`config.mk`:
```
export PLATFORM = sky130hd
export DESIGN_NAME = uart_bus_master
export DESIGN_NICKNAME = d
export VERILOG_FILES = /design/src/rtl/uart_bus_master.sv
export SDC_FILE = /design/constraint.sdc
export NUM_CORES = 1
export LEC_CHECK = 0
export ABC_AREA = 1
export ABC_CLOCK_PERIOD_IN_PS = 2200
export CELL_PAD_IN_SITES_DETAIL_PLACEMENT = 1
export CELL_PAD_IN_SITES_GLOBAL_PLACEMENT = 1
export CORE_UTILIZATION = 42
export DETAILED_ROUTE_END_ITERATION = 16
export PLACE_DENSITY = 0.82
export SYNTH_ARGS = -nofsm -noshare
export SYNTH_HDL_FRONTEND = slang
export SYNTH_SLANG_ARGS = --single-unit
```
`constraint.sdc`:
```
create_clock -name sysclk -period 2.2 [get_ports sysclk]
set_clock_uncertainty 0.05 [all_clocks]
set_input_delay 0.55 -clock sysclk [delete_from_list [all_inputs] [get_ports sysclk]]
set_output_delay 0.55 -clock sysclk [all_outputs]
set_load 0.02 [all_outputs]
```
`src/rtl/uart_bus_master.sv`:
```
// uart_bus_master: UART 8N1 command bridge issuing single peripheral bus reads/writes.
// Define UART_BRIDGE_CHECKSUM_EN for a trailing XOR checksum byte per frame (NAK 0x15 on mismatch).
module uart_bus_master #(
    parameter int unsigned BAUD_DIV = 325,
    parameter int unsigned TIMEOUT  = 48
) (
    input  logic        sysclk,
    input  logic        reset,
    input  logic        uart_rx,
    output logic        uart_tx,
    output logic        rd,
    output logic        wr,
    output logic [31:0] addr,
    output logic [31:0] wdata,
    input  logic [31:0] rdata,
    output logic        busy,
    output logic        err
);
    localparam int unsigned DIV_W = $clog2(BAUD_DIV + 1);
    localparam int unsigned TO_W  = $clog2(TIMEOUT + 1);
    localparam logic [7:0] CMD_W = 8'h57;
    localparam logic [7:0] CMD_R = 8'h52;

    typedef enum logic [1:0] {RX_IDLE, RX_START, RX_DATA, RX_STOP} rx_state_t;
    typedef enum logic [1:0] {TX_IDLE, TX_START, TX_DATA, TX_STOP} tx_state_t;
    typedef enum logic [2:0] {
        P_IDLE, P_ADDR, P_DATA,
`ifdef UART_BRIDGE_CHECKSUM_EN
        P_CHK,
`endif
        P_ACCESS, P_RESP
    } p_state_t;

    logic [DIV_W-1:0] div_cnt;
    logic             div_phase, tick;
    rx_state_t        rx_state;
    logic             rx_meta, rx_s, rx_prev, rx_valid, rx_ferr;
    logic [3:0]       rx_ticks;
    logic [2:0]       rx_bit;
    logic [7:0]       rx_data;
    tx_state_t        tx_state;
    logic [31:0]      tx_shift, tx_word;
    logic [7:0]       tx_cur;
    logic [3:0]       tx_ticks;
    logic [2:0]       tx_bit, tx_left, tx_nbytes;
    logic             tx_go, tx_done;
    p_state_t         p_state;
    logic             is_write, timed_out;
    logic [1:0]       byte_cnt;
    logic [31:0]      addr_sr, data_sr;
    logic [TO_W-1:0]  to_cnt;
`ifdef UART_BRIDGE_CHECKSUM_EN
    logic [7:0]       chk_acc;
`endif

    // x16 tick: one pulse per full period of the divided clock (2*BAUD_DIV cycles)
    always_ff @(posedge sysclk) begin
        if (reset) begin
            div_cnt   <= '0;
            div_phase <= 1'b0;
            tick      <= 1'b0;
        end else begin
            tick <= 1'b0;
            if (div_cnt == DIV_W'(BAUD_DIV - 1)) begin
                div_cnt   <= '0;
                div_phase <= ~div_phase;
                tick      <= div_phase;
            end else begin
                div_cnt <= div_cnt + 1'b1;
            end
        end
    end

    always_ff @(posedge sysclk) begin
        if (reset) begin
            rx_meta  <= 1'b1;
            rx_s     <= 1'b1;
            rx_prev  <= 1'b1;
            rx_state <= RX_IDLE;
            rx_ticks <= '0;
            rx_bit   <= '0;
            rx_data  <= '0;
            rx_valid <= 1'b0;
            rx_ferr  <= 1'b0;
        end else begin
            rx_meta  <= uart_rx;
            rx_s     <= rx_meta;
            rx_prev  <= rx_s;
            rx_valid <= 1'b0;
            rx_ferr  <= 1'b0;
            case (rx_state)
                RX_IDLE: if (rx_prev && !rx_s) begin
                    rx_state <= RX_START;
                    rx_ticks <= '0;
                end
                RX_START: if (tick) begin
                    if (rx_ticks == 4'd7) begin
                        rx_ticks <= '0;
                        rx_bit   <= '0;
                        rx_state <= rx_s ? RX_IDLE : RX_DATA;
                    end else begin
                        rx_ticks <= rx_ticks + 1'b1;
                    end
                end
                RX_DATA: if (tick) begin
                    rx_ticks <= rx_ticks + 1'b1;
                    if (rx_ticks == 4'd15) begin
                        rx_data <= {rx_s, rx_data[7:1]};
                        rx_bit  <= rx_bit + 1'b1;
                        if (rx_bit == 3'd7) rx_state <= RX_STOP;
                    end
                end
                RX_STOP: if (tick) begin
                    rx_ticks <= rx_ticks + 1'b1;
                    if (rx_ticks == 4'd15) begin
                        rx_state <= RX_IDLE;
                        rx_valid <= rx_s;
                        rx_ferr  <= !rx_s;
                    end
                end
                default: rx_state <= RX_IDLE;
            endcase
        end
    end

    // Bytes are queued MSB first in tx_shift; tx_cur shifts the active byte out LSB first
    always_ff @(posedge sysclk) begin
        if (reset) begin
            tx_state <= TX_IDLE;
            uart_tx  <= 1'b1;
            tx_shift <= '0;
            tx_cur   <= '0;
            tx_ticks <= '0;
            tx_bit   <= '0;
            tx_left  <= '0;
            tx_done  <= 1'b0;
        end else begin
            tx_done <= 1'b0;
            case (tx_state)
                TX_IDLE: if (tx_go) begin
                    tx_cur   <= tx_word[31:24];
                    tx_shift <= {tx_word[23:0], 8'h00};
                    tx_left  <= tx_nbytes;
                    tx_ticks <= '0;
                    uart_tx  <= 1'b0;
                    tx_state <= TX_START;
                end
                TX_START: if (tick) begin
                    tx_ticks <= tx_ticks + 1'b1;
                    if (tx_ticks == 4'd15) begin
                        uart_tx  <= tx_cur[0];
                        tx_cur   <= {1'b0, tx_cur[7:1]};
                        tx_bit   <= '0;
                        tx_state <= TX_DATA;
                    end
                end
                TX_DATA: if (tick) begin
                    tx_ticks <= tx_ticks + 1'b1;
                    if (tx_ticks == 4'd15) begin
                        tx_bit <= tx_bit + 1'b1;
                        if (tx_bit == 3'd7) begin
                            uart_tx  <= 1'b1;
                            tx_state <= TX_STOP;
                        end else begin
                            uart_tx <= tx_cur[0];
                            tx_cur  <= {1'b0, tx_cur[7:1]};
                        end
                    end
                end
                TX_STOP: if (tick) begin
                    tx_ticks <= tx_ticks + 1'b1;
                    if (tx_ticks == 4'd15) begin
                        if (tx_left == 3'd1) begin
                            tx_done  <= 1'b1;
                            tx_state <= TX_IDLE;
                        end else begin
                            tx_left  <= tx_left - 1'b1;
                            tx_cur   <= tx_shift[31:24];
                            tx_shift <= {tx_shift[23:0], 8'h00};
                            uart_tx  <= 1'b0;
                            tx_state <= TX_START;
                        end
                    end
                end
                default: tx_state <= TX_IDLE;
            endcase
        end
    end

    // Timeout counts line-idle ticks only; a byte in flight or completing reloads it
    always_comb begin
        timed_out = tick && (to_cnt == TO_W'(TIMEOUT - 1)) && !rx_valid && (rx_state == RX_IDLE);
    end

    always_ff @(posedge sysclk) begin
        if (reset) begin
            p_state   <= P_IDLE;
            busy      <= 1'b0;
            err       <= 1'b0;
            rd        <= 1'b0;
            wr        <= 1'b0;
            addr      <= '0;
            wdata     <= '0;
            is_write  <= 1'b0;
            byte_cnt  <= '0;
            addr_sr   <= '0;
            data_sr   <= '0;
            to_cnt    <= '0;
            tx_go     <= 1'b0;
            tx_word   <= '0;
            tx_nbytes <= '0;
`ifdef UART_BRIDGE_CHECKSUM_EN
            chk_acc   <= '0;
`endif
        end else begin
            err   <= rx_ferr;
            rd    <= 1'b0;
            wr    <= 1'b0;
            tx_go <= 1'b0;
            if (rx_valid || rx_state != RX_IDLE) to_cnt <= '0;
            else if (tick) to_cnt <= to_cnt + 1'b1;
`ifdef UART_BRIDGE_CHECKSUM_EN
            if (rx_valid) chk_acc <= chk_acc ^ rx_data;
`endif
            case (p_state)
                P_IDLE: if (rx_valid) begin
                    if (rx_data == CMD_W || rx_data == CMD_R) begin
                        busy     <= 1'b1;
                        is_write <= (rx_data == CMD_W);
                        byte_cnt <= '0;
                        p_state  <= P_ADDR;
`ifdef UART_BRIDGE_CHECKSUM_EN
                        chk_acc  <= rx_data;
`endif
                    end else begin
                        err <= 1'b1;
                    end
                end
                P_ADDR, P_DATA: begin
                    if (timed_out) begin
                        err     <= 1'b1;
                        busy    <= 1'b0;
                        p_state <= P_IDLE;
                    end else if (rx_valid) begin
                        byte_cnt <= byte_cnt + 1'b1;
                        if (p_state == P_ADDR) addr_sr <= {addr_sr[23:0], rx_data};
                        else                   data_sr <= {data_sr[23:0], rx_data};
                        if (byte_cnt == 2'd3) begin
                            if (p_state == P_ADDR && is_write) begin
                                p_state <= P_DATA;
                            end else begin
`ifdef UART_BRIDGE_CHECKSUM_EN
                                p_state <= P_CHK;
`else
                                if (is_write) begin
                                    addr  <= addr_sr;
                                    wdata <= {data_sr[23:0], rx_data};
                                    wr    <= 1'b1;
                                end else begin
                                    addr <= {addr_sr[23:0], rx_data};
                                    rd   <= 1'b1;
                                end
                                p_state <= P_ACCESS;
`endif
                            end
                        end
                    end
                end
`ifdef UART_BRIDGE_CHECKSUM_EN
                P_CHK: begin
                    if (timed_out) begin
                        err     <= 1'b1;
                        busy    <= 1'b0;
                        p_state <= P_IDLE;
                    end else if (rx_valid) begin
                        if (rx_data == chk_acc) begin
                            addr <= addr_sr;
                            if (is_write) begin
                                wdata <= data_sr;
                                wr    <= 1'b1;
                            end else begin
                                rd <= 1'b1;
                            end
                            p_state <= P_ACCESS;
                        end else begin
                            err       <= 1'b1;
                            tx_word   <= {8'h15, 24'h0};
                            tx_nbytes <= 3'd1;
                            tx_go     <= 1'b1;
                            p_state   <= P_RESP;
                        end
                    end
                end
`endif
                P_ACCESS: begin
                    if (rx_valid) err <= 1'b1;
                    if (is_write) begin
                        tx_word   <= {8'h06, 24'h0};
                        tx_nbytes <= 3'd1;
                    end else begin
                        tx_word   <= rdata;
                        tx_nbytes <= 3'd4;
                    end
                    tx_go   <= 1'b1;
                    p_state <= P_RESP;
                end
                P_RESP: begin
                    if (rx_valid) err <= 1'b1;
                    if (tx_done) begin
                        busy    <= 1'b0;
                        p_state <= P_IDLE;
                    end
                end
                default: p_state <= P_IDLE;
            endcase
        end
    end
endmodule
```
## After elaboration in Yosys (flattened, before gate mapping)

Cells that the tools add are included.

| storage, ports and cells | value |
|---|---|
| bits in registers | 259 |
| output and inout bits | 69 |
| logic and storage cells | 249 |

| operators by class | value |
|---|---|
| add/subtract/negate cells | 8 |
| equality and inequality tests | 49 |
| muxes and demuxes | 98 |
| bitwise logic cells | 13 |
| reduce and logical (&&, ||, !) cells | 46 |

Operator list:

| operator | count |
|---|---|
| $mux W32 | 6 |
| $mux W8 | 9 |
| $pmux W32 S2 | 1 |
| $mux W3 | 19 |
| $ne A2 B2 Y1 const B | 24 |
| $mux W2 | 21 |
| $reduce_and A5 Y1 | 7 |
| $pmux W8 S4 | 1 |
| $mux W4 | 6 |
| $reduce_and A8 Y1 | 3 |
| $mux W1 | 23 |
| $pmux W3 S2 | 3 |
| $eq A8 B7 Y1 const B | 2 |
| $pmux W2 S4 | 2 |
| $not A1 Y1 | 13 |
| $pmux W3 S4 | 1 |
| $pmux W4 S3 | 1 |
| $reduce_or A2 Y1 | 6 |
| $eq A2 B2 Y1 const B | 5 |
| $reduce_bool A2 Y1 | 5 |
| $add A9 B1 Y9 const B | 1 |
| $eq A3 B3 Y1 const B | 3 |
| $eq A9 B9 Y1 const B | 1 |
| $reduce_and A3 Y1 | 3 |
| 30 further kinds | 48 |

## Logic depth before layout (Yosys ltp)

Gate-level depths: netlist of the first run.

| depth | value |
|---|---|
| depth in word-level cells | 7 |
| gate-level depth with buffers | 10 |
| depth with buffers taken out | 10 |

## Worst setup path after synthesis of the first run

No wires, ideal clock.

| timing | value |
|---|---|
| path kind | register to register |
| from | reg tx_state[0] |
| to | reg tx_cur[7] |
| setup time | 113 ps |
| data arrival time | 1,592 ps |
| setup slack | 446 ps |
| cell stages (with the launch flop) | 11 |
| path buffers | 2 |
| cell sequence | dfxtp_1 -> inv_1 -> ha_1 -> clkbuf_2 -> o21ai_0 -> nand2_1 -> nor3_4 -> buf_4 -> nand3_1 -> nand2_1 -> nor2_1 |

| on the way | value |
|---|---|
| longest elaborated chain between the ends | 3 |

Ends and longest elaborated chain:

| item | line | RTL |
|---|---|---|
| start, declared | 41 | `tx_state_t tx_state;` |
| start signal, assigned | 129 | `tx_state <= TX_IDLE;` |
| start signal, assigned | 146 | `tx_state <= TX_START;` |
| start signal, assigned | 154 | `tx_state <= TX_DATA;` |
| $eq A2 B2 Y1 (tied with other cells) | 139 | `case (tx_state)` |
| $ne A2 B2 Y1 (no line) | -- |  |
| $reduce_and A9 Y1 (no line) | -- |  |
| end signal, assigned | 141 | `tx_cur <= tx_word[31:24];` |
| end signal, assigned | 152 | `tx_cur <= {1'b0, tx_cur[7:1]};` |
| end signal, assigned | 166 | `tx_cur <= {1'b0, tx_cur[7:1]};` |
| end, declared | 43 | `logic [7:0] tx_cur;` |

Several ways; a longest one is shown, not always the timed one.
A chain may end at the register's enable or synchronous reset.

## Worst setup path after layout of the first run

| timing | value |
|---|---|
| from | reg uart_tx |
| to | out uart_tx |

RTL lines:

| item | line | RTL |
|---|---|---|
| start, declared | 10 | `output logic uart_tx,` |
| start signal, assigned | 151 | `uart_tx <= tx_cur[0];` |
| start signal, assigned | 165 | `uart_tx <= tx_cur[0];` |

No word-level cell between the ends.

==> flow_summary.ini, run 1 <==
[finish]
fin_util_pct = 51.89
nFillCells = 2972
final_cell_mix = 288 x nand2_1, 250 x dfxtp_1, 169 x nor2_1
drive_gt1_share_pct = 8.127
final_common_cell = nand2_1
finalInstanceArea_mm2 = 0.01258
nets = 1485
multi_input_area_mm2 = 0.004598
regArea_mm2 = 0.005005
area_growth_pct = 21.39
diodes = 0

[worst_hold_path]
min_path_cells = 1
holdCritStartpoint = rx_meta
whs_endpoint = rx_s
holdCritPathClass = reg -> reg

[placement]
gp_congestion = 0.7733
dp.final_hpwl_mm = 17.32
portBuffers = 103
place_area_mm2 = 0.01162

[cts]
cts_buffer_depth = 3
cts_htree_levels = 1
cts-buffers-inserted = 27
holdBufCountCts = 0
cts_root_buf = clkbuf_16
cts.sinks = 250
clk_latency_ns = 0.53
post-cts-setup-buffers = 0
cts_tree = yes
clk_pin_slew_ns = 0.07

[setup_path]
arrival_ns = 1.53
r2r_start = tx_state[0]
crit_family = buffers and inverters
startpoint_type = flip-flop
critPathKind = reg -> out
end_kind = primary output
cpMaxStageDelayCell = clkdlybuf4s50_1
path_cells = clkdlybuf4s50_1
r2r-end = tx_shift[27]
reg2reg_slack_ns = 0.19
path_buf_inv = 1
r2r_cells = 8
max_stage_delay_ns = 0.62
cp_max_fo = 2
critPathRequiredTime_ns = 1.60

[global_route]
grt_pass1_wl_mm = 45.85
grt_pass1_vias = 9354
track_usage_pct = 21.55
grt_antenna_before_repair = 0
grt_max_degree = 65
overflow = 0

[drt]
vias_per_cell = 5.166
ant_nets = 0
wl_per_cell_um = 15.29
drt_iter0_drc = 509
vias = 9175
routed_wl_mm = 27.16
dr.pass1.iters = 6
drc = 0

[synthesis]
yosysSeqAreaShare_pct = 48.28
synth_area_mm2 = 0.01037
ys_ff_latch = 250
mappedNetlistNets = 1406
yosys_warnings = 0
ys_types = 48
netlist_instances = 1354
synth_area_per_cell_um2 = 7.656

[status]
status = finished clean

[timing]
hold_violations = 0
fmax_ghz = 0.4698
relSlewSlack_pct = 46.11
finalMaxSlewViolations = 0
min_period_ns = 2.128
setup_viol = 0
final.setup.tns_ns = 0
tightest_slew_ns = 0.8075
rsz0062_at_grt = true
fin_crit_sh_pct = 96.74
hold_slack_ns = 0.3610

[floorplan]
ios = 104
num_rows = 57
die_h_um = 159.1
fp.dieArea_mm2 = 0.02531
initial_core_util_pct = 42.75
core_area_mm2 = 0.02425
fp.dieW_um = 159.1

[power_and_ir_drop]
vdd_ir_drop_max_mv = 0.5612
power_density_mw_per_mm2 = 821.9
total_power_uw = 10340
total_leakage_power_uw = 0.004892

[job]
cap_violations = 0
worst reg2reg max path, cell delays in order (launching register included):
cell     delay, ns
dfxtp_1       0.41
inv_1         0.11
ha_1          0.23
nand2_1       0.15
nand2_1       0.15
nor3_4        0.29
inv_2         0.21
o21ai_0       0.22
a21oi_1       0.06
state kept, by name, summed over array words and instances, names as in the netlist, 8 cells and up, named ones only:
register and flops:
addr 32, addr_sr 32, tx_word 32, wdata 32, data_sr 24, tx_shift 24
div_cnt 9, rx_data 8, tx_cur 8
final cells by class:
| cell class | count | area share (%) |
|---|---|---|
| flip-flops and latches | 250 | 39.77 |
| repair buffers | 126 | 10.02 |
| multi-input cells | 931 | 36.54 |
| well taps | 324 | 3.222 |
| inverters | 97 | 2.933 |
| clock buffers | 38 | 6.016 |
| clock inverters | 10 | 1.492 |
cells in the mapped netlist (all sizes together):
master / number / area share (%)
nand3b: 2 / 0.14
nor3b: 4 / 0.29
clkbuf: 41 / 1.5
xnor2: 1 / 0.085
or2: 8 / 0.48
a22o: 2 / 0.17
a211oi: 2 / 0.14
nor3: 14 / 1.1
nor2: 176 / 6.7
nand3: 74 / 4.7
and3: 1 / 0.060
buf: 37 / 2.6
a31oi: 1 / 0.060
and2: 1 / 0.060
clkinv: 1 / 0.036
ha: 17 / 2.1
o221a: 2 / 0.22
nand2: 292 / 11
o211a: 11 / 1.1
o21ai: 132 / 6.4
nor4: 3 / 0.18
o22ai: 1 / 0.060
nand4: 5 / 0.30
dfxtp: 250 / 48
a21oi: 168 / 8.1
o21bai: 1 / 0.072
o31ai: 1 / 0.072
xor2: 2 / 0.17
o21a: 1 / 0.072
mux2i: 7 / 0.68
inv: 96 / 3.5
report_power, final:
part | switching [uW] | internal [uW] | total (uW)
clock | 1860 | 2980 | 4850
combinational | 481 | 310 | 791
sequential | 66.1 | 4640 | 4710
total | 2410 | 7930 | 10300
cell families after synthesis:
| kind of cell | share of synthesized area, % |
|---|---|
| compound gates | 16.42 |
| xor+xnor | 0.2535 |
| fa+ha+maj | 2.052 |
| buf+inv | 7.604 |
| flops | 48.28 |
| mux | 0.6759 |
| simple gates | 24.72 |
worst max path at each step:
stage                startpoint   endpoint  slack, ns  cells after the start
floorplan           tx_state[0]  tx_cur[7]       0.45                     10
global placement      to_cnt[0]   addr[18]       0.08                      9
detailed placement    to_cnt[0]   addr[18]      0.008                      9
global route          to_cnt[0]   addr[18]     -0.002                      9
finish                  uart_tx    uart_tx       0.07                      1
CTS                     uart_tx    uart_tx       0.04                      1
routing by layer:
layer	track usage [%]	part of all wire, %	up-vias
met5	0	0	-
met1	26.19	44	4400
met4	7.080	2.5	0
met2	39.27	50	148
li1	-	-	4575
met3	2.631	3.1	52
stage by stage:
step	std cells	setup WS, ns
global placement	1726	0.08414
CTS	1775	0.03698
global route	1776	-0.002104
finish	1776	0.07164
detailed placement	1726	0.008403
floorplan	1354	0.4456
what timing repair did:
item	in CTS	in global routing
endpoints found under the setup margin	3	24
pin swaps	1	2
gates cloned	1	1
resized for setup	0	1
No activity file was read; power rests on OpenSTA's default activity.
==> run 2, diff against run 1 <==
Settings changed: CORE_UTILIZATION 42 to 35, PLACE_DENSITY 0.82 to 0.7.
==> flow_summary.ini, run 2 (synthesized netlist as in run 1, its figures left out) <==
[cts]
cts.sinks = 250
cts_tree = yes
cts_root_buf = clkbuf_16
cts_htree_levels = 1
cts-buffers-inserted = 29
holdBufCountCts = 0
post-cts-setup-buffers = 0
cts_resized = 0
clk_pin_slew_ns = 0.06
cts_buffer_depth = 3
clk_latency_ns = 0.53

[floorplan]
core_area_mm2 = 0.02894
num_rows = 62
ios = 104
die_h_um = 174.1
initial_core_util_pct = 35.83
fp.dieArea_mm2 = 0.03031
fp.dieW_um = 174.1

[setup_path]
path_buf_inv = 1
path_depth = 1
critPathKind = reg -> out
critPathRequiredTime_ns = 1.60
cp_max_fo = 2
end_kind = primary output
arrival_ns = 1.54
r2r_cells = 8
startpoint_type = flip-flop
path_cells = clkdlybuf4s50_1
crit_family = buffers and inverters
max_stage_delay_ns = 0.63
cpMaxStageDelayCell = clkdlybuf4s50_1

[global_route]
grt_pass1_vias = 8761
overflow = 0
grt_max_degree = 73
grt_antenna_before_repair = 0
track_usage_pct = 16.65
grt_pass1_wl_mm = 42.85

[finish]
nets = 1487
finalInstanceArea_mm2 = 0.01264
area_growth_pct = 21.98
drive_gt1_share_pct = 8.179
fin_util_pct = 43.70
final_cell_mix = 288 x nand2_1, 250 x dfxtp_1, 169 x nor2_1
final_cells = 1839
final_common_cell = nand2_1
diodes = 0

[placement]
place_area_mm2 = 0.01173
gp_congestion = 0.7892
dp.final_hpwl_mm = 17.04
placed_cells = 1788
portBuffers = 103

[timing]
min_period_ns = 2.138
setup_viol = 0
tightest_slew_ns = 0.5381
final.setup.tns_ns = 0
finalMaxSlewViolations = 0
fin_crit_sh_pct = 97.19
relSlewSlack_pct = 64.01
hold_slack_ns = 0.3394
rsz0062_at_grt = false
fmax_ghz = 0.4677
hold_violations = 0

[drt]
drt_iter0_drc = 460
wl_per_cell_um = 13.81
vias = 8875
routed_wl_mm = 25.39
ant_nets = 0
vias_per_cell = 4.826
dr.pass1.iters = 4
drc = 0

[status]
status = finished clean

[worst_hold_path]
holdCritPathClass = in -> reg
min_path_cells = 4

[power_and_ir_drop]
total_leakage_power_uw = 0.004901
power_density_mw_per_mm2 = 797.6
vdd_ir_drop_max_mv = 0.5148

[job]
cap_violations = 0
-- run 2: cell count changes in the layout (fill, tap and decap cells not counted), sizes merged --
cell      previous run  this run
clkbuf              38        42
bufinv               5         2
clkinvlp             1         0
inv                 98        97
nor2               178       176
clkinv               3         7
buf                 24        26
-- run 2: path summary, 6_finish.rpt --
path                    start            to  slack [ns]
setup / recovery     wdata[6]      wdata[6]        0.06
hold / removal          reset     tx_cur[7]        0.34
setup reg to reg  tx_state[0]  tx_shift[26]        0.17
hold reg to reg       rx_meta          rx_s        0.36
-- run 2: per-layer routing --
layer | routed length, um | share of wire (%) | GRT usage [%]
met4 | 416 | 1.6 | 4.020
met2 | 12140 | 48 | 29.25
met5 | 0 | 0 | 0
met1 | 12210 | 48 | 21.68
met3 | 627 | 2.5 | 1.881
-- run 2: cell type report --
cell class                 instances  area (um^2)
timing repair buffer             128         1301
multi-input combinational        929         4576
fill                            3522        16290
tap                              384        480.5
inverter                          97        369.1
sequential                       250         5005
clock inverter                     9        98.84
clock buffer                      42        814.5
-- run 2: report_power, final --
part	internal [uW]	switching (uW)	total, uW
logic	309	476	785
clock network	2780	1810	4600
registers	4640	64.3	4710
total	7730	2350	10100
-- run 2: per-stage QoR --
stage / worst slack [ns] / total power, uW
after detailed placement: 0.2104 / 5592
final: 0.06186 / 10090
after global routing: 0.01654 / 10530
after global placement: 0.2940 / 5565
after CTS: 0.04399 / 10240
after floorplan: 0.4456 / 5337
-- run 2: worst min-delay path, cell delays in order --
cell and delay [ns]:
buf_2 0.11, inv_4 0.10, nand2_1 0.08, nor2_1 0.03
==> run 3, diff against run 2 <==
Settings changed: RECOVER_POWER set to 50, SLEW_MARGIN set to 20.
==> flow_summary.ini, run 3 (synthesized netlist as in run 1, its figures left out) <==
[status]
status = finished clean

[placement]
placed_cells = 1788
portBuffers = 103
dp.final_hpwl_mm = 17.04
gp_congestion = 0.7892

[timing]
fin_crit_sh_pct = 97.46
hold_slack_ns = 0.3631
tightest_slew_ns = 0.7463
fmax_ghz = 0.4664
finalMaxSlewViolations = 0
min_period_ns = 2.144
final.setup.tns_ns = 0
hold_violations = 0
setup_viol = 0
rsz0062_at_grt = false
relSlewSlack_pct = 50.25

[cts]
clk_pin_slew_ns = 0.06
cts_tree = yes
cts-buffers-inserted = 29
cts_htree_levels = 1
cts_root_buf = clkbuf_16
holdBufCountCts = 0
post-cts-setup-buffers = 0
cts_buffer_depth = 3
clk_latency_ns = 0.53
cts_resized = 0
cts.sinks = 250

[finish]
final_common_cell = nand2_1
drive_gt1_share_pct = 7.354
area_growth_pct = 21.36
final_cells = 1839
final_cell_mix = 291 x nand2_1, 250 x dfxtp_1, 172 x nor2_1
nets = 1487
diodes = 0

[job]
cap_violations = 0

[global_route]
grt_max_degree = 73
grt_pass1_vias = 8761
track_usage_pct = 16.65
grt_pass1_wl_mm = 42.85
grt_antenna_before_repair = 0
overflow = 0

[setup_path]
path_cells = clkdlybuf4s50_1
startpoint_type = flip-flop
cp_max_fo = 2
path_buf_inv = 1
reg2reg_slack_ns = 0.17
arrival_ns = 1.54
critPathRequiredTime_ns = 1.60
crit_family = buffers and inverters
critPathKind = reg -> out
max_stage_delay_ns = 0.63
cpMaxStageDelayCell = clkdlybuf4s50_1
end_kind = primary output

[drt]
wl_per_cell_um = 13.84
routed_wl_mm = 25.45
drt_iter0_drc = 453
vias_per_cell = 4.830
drc = 0
ant_nets = 0
vias = 8883
dr.pass1.iters = 4

[power_and_ir_drop]
total_leakage_power_uw = 0.004865
power_density_mw_per_mm2 = 801.4
total_power_uw = 10080
vdd_ir_drop_max_mv = 0.5140

[floorplan]
fp.dieW_um = 174.1
fp.dieArea_mm2 = 0.03031
num_rows = 62
core_area_mm2 = 0.02894
initial_core_util_pct = 35.83
ios = 104
die_h_um = 174.1

[worst_hold_path]
holdCritPathClass = reg -> reg
-- run 3: cell types whose count changed in the layout (fill, tap and decap cells not counted), moves of 2 or more --
cell,delta
nor2_2,-3
nand2_1,+3
buf_12,-2
buf_4,-5
nor2_1,+3
clkbuf_2,+3
nand2_2,-3
clkbuf_1,+3
-- run 3: final cells by class --
cell class | instances | area, um^2
Clock inverter | 9 | 98.84
Fill cell | 3526 | 16350
Timing Repair Buffer | 128 | 1264
Clock buffer | 42 | 814.5
Multi-Input combinational cell | 929 | 4551
Sequential cell | 250 | 5005
Tap cell | 384 | 480.5
Inverter | 97 | 367.9
-- run 3: report_power, final --
group	leakage [uW]	switching, uW	internal [uW]
sequential	0.00202	64.5	4640
combinational	0.00239	475	308
clock	0.000453	1810	2780
total	0.00486	2350	7730
-- run 3: final timing paths --
path	from	to	depth (start not counted)
worst min-delay path	rx_meta	rx_s	1
worst max register to register	tx_state[0]	tx_shift[26]	8
worst min register to register	rx_meta	rx_s	1
worst max-delay path	wdata[6]	wdata[6]	1
-- run 3: layer usage --
metal  GRT usage, %  share of wire (%)  vias up
met4          4.020                1.6        0
met1          21.68                 48     4177
li1               -                  -     4567
met3          1.881                2.5       32
met5              0                  0        -
met2          29.25                 48      107
-- run 3: through the flow --
stage | instance area, um^2 | utilization, % | setup WS [ns]
final | 12580 | 43.48 | 0.05584
after global routing | 12580 | 43.48 | 0.01654
after CTS | 12640 | 43.70 | 0.04399
after detailed placement | 11730 | 40.54 | 0.2104
after global placement | 11730 | 40.54 | 0.2940
after floorplan | 10370 | - | 0.4456
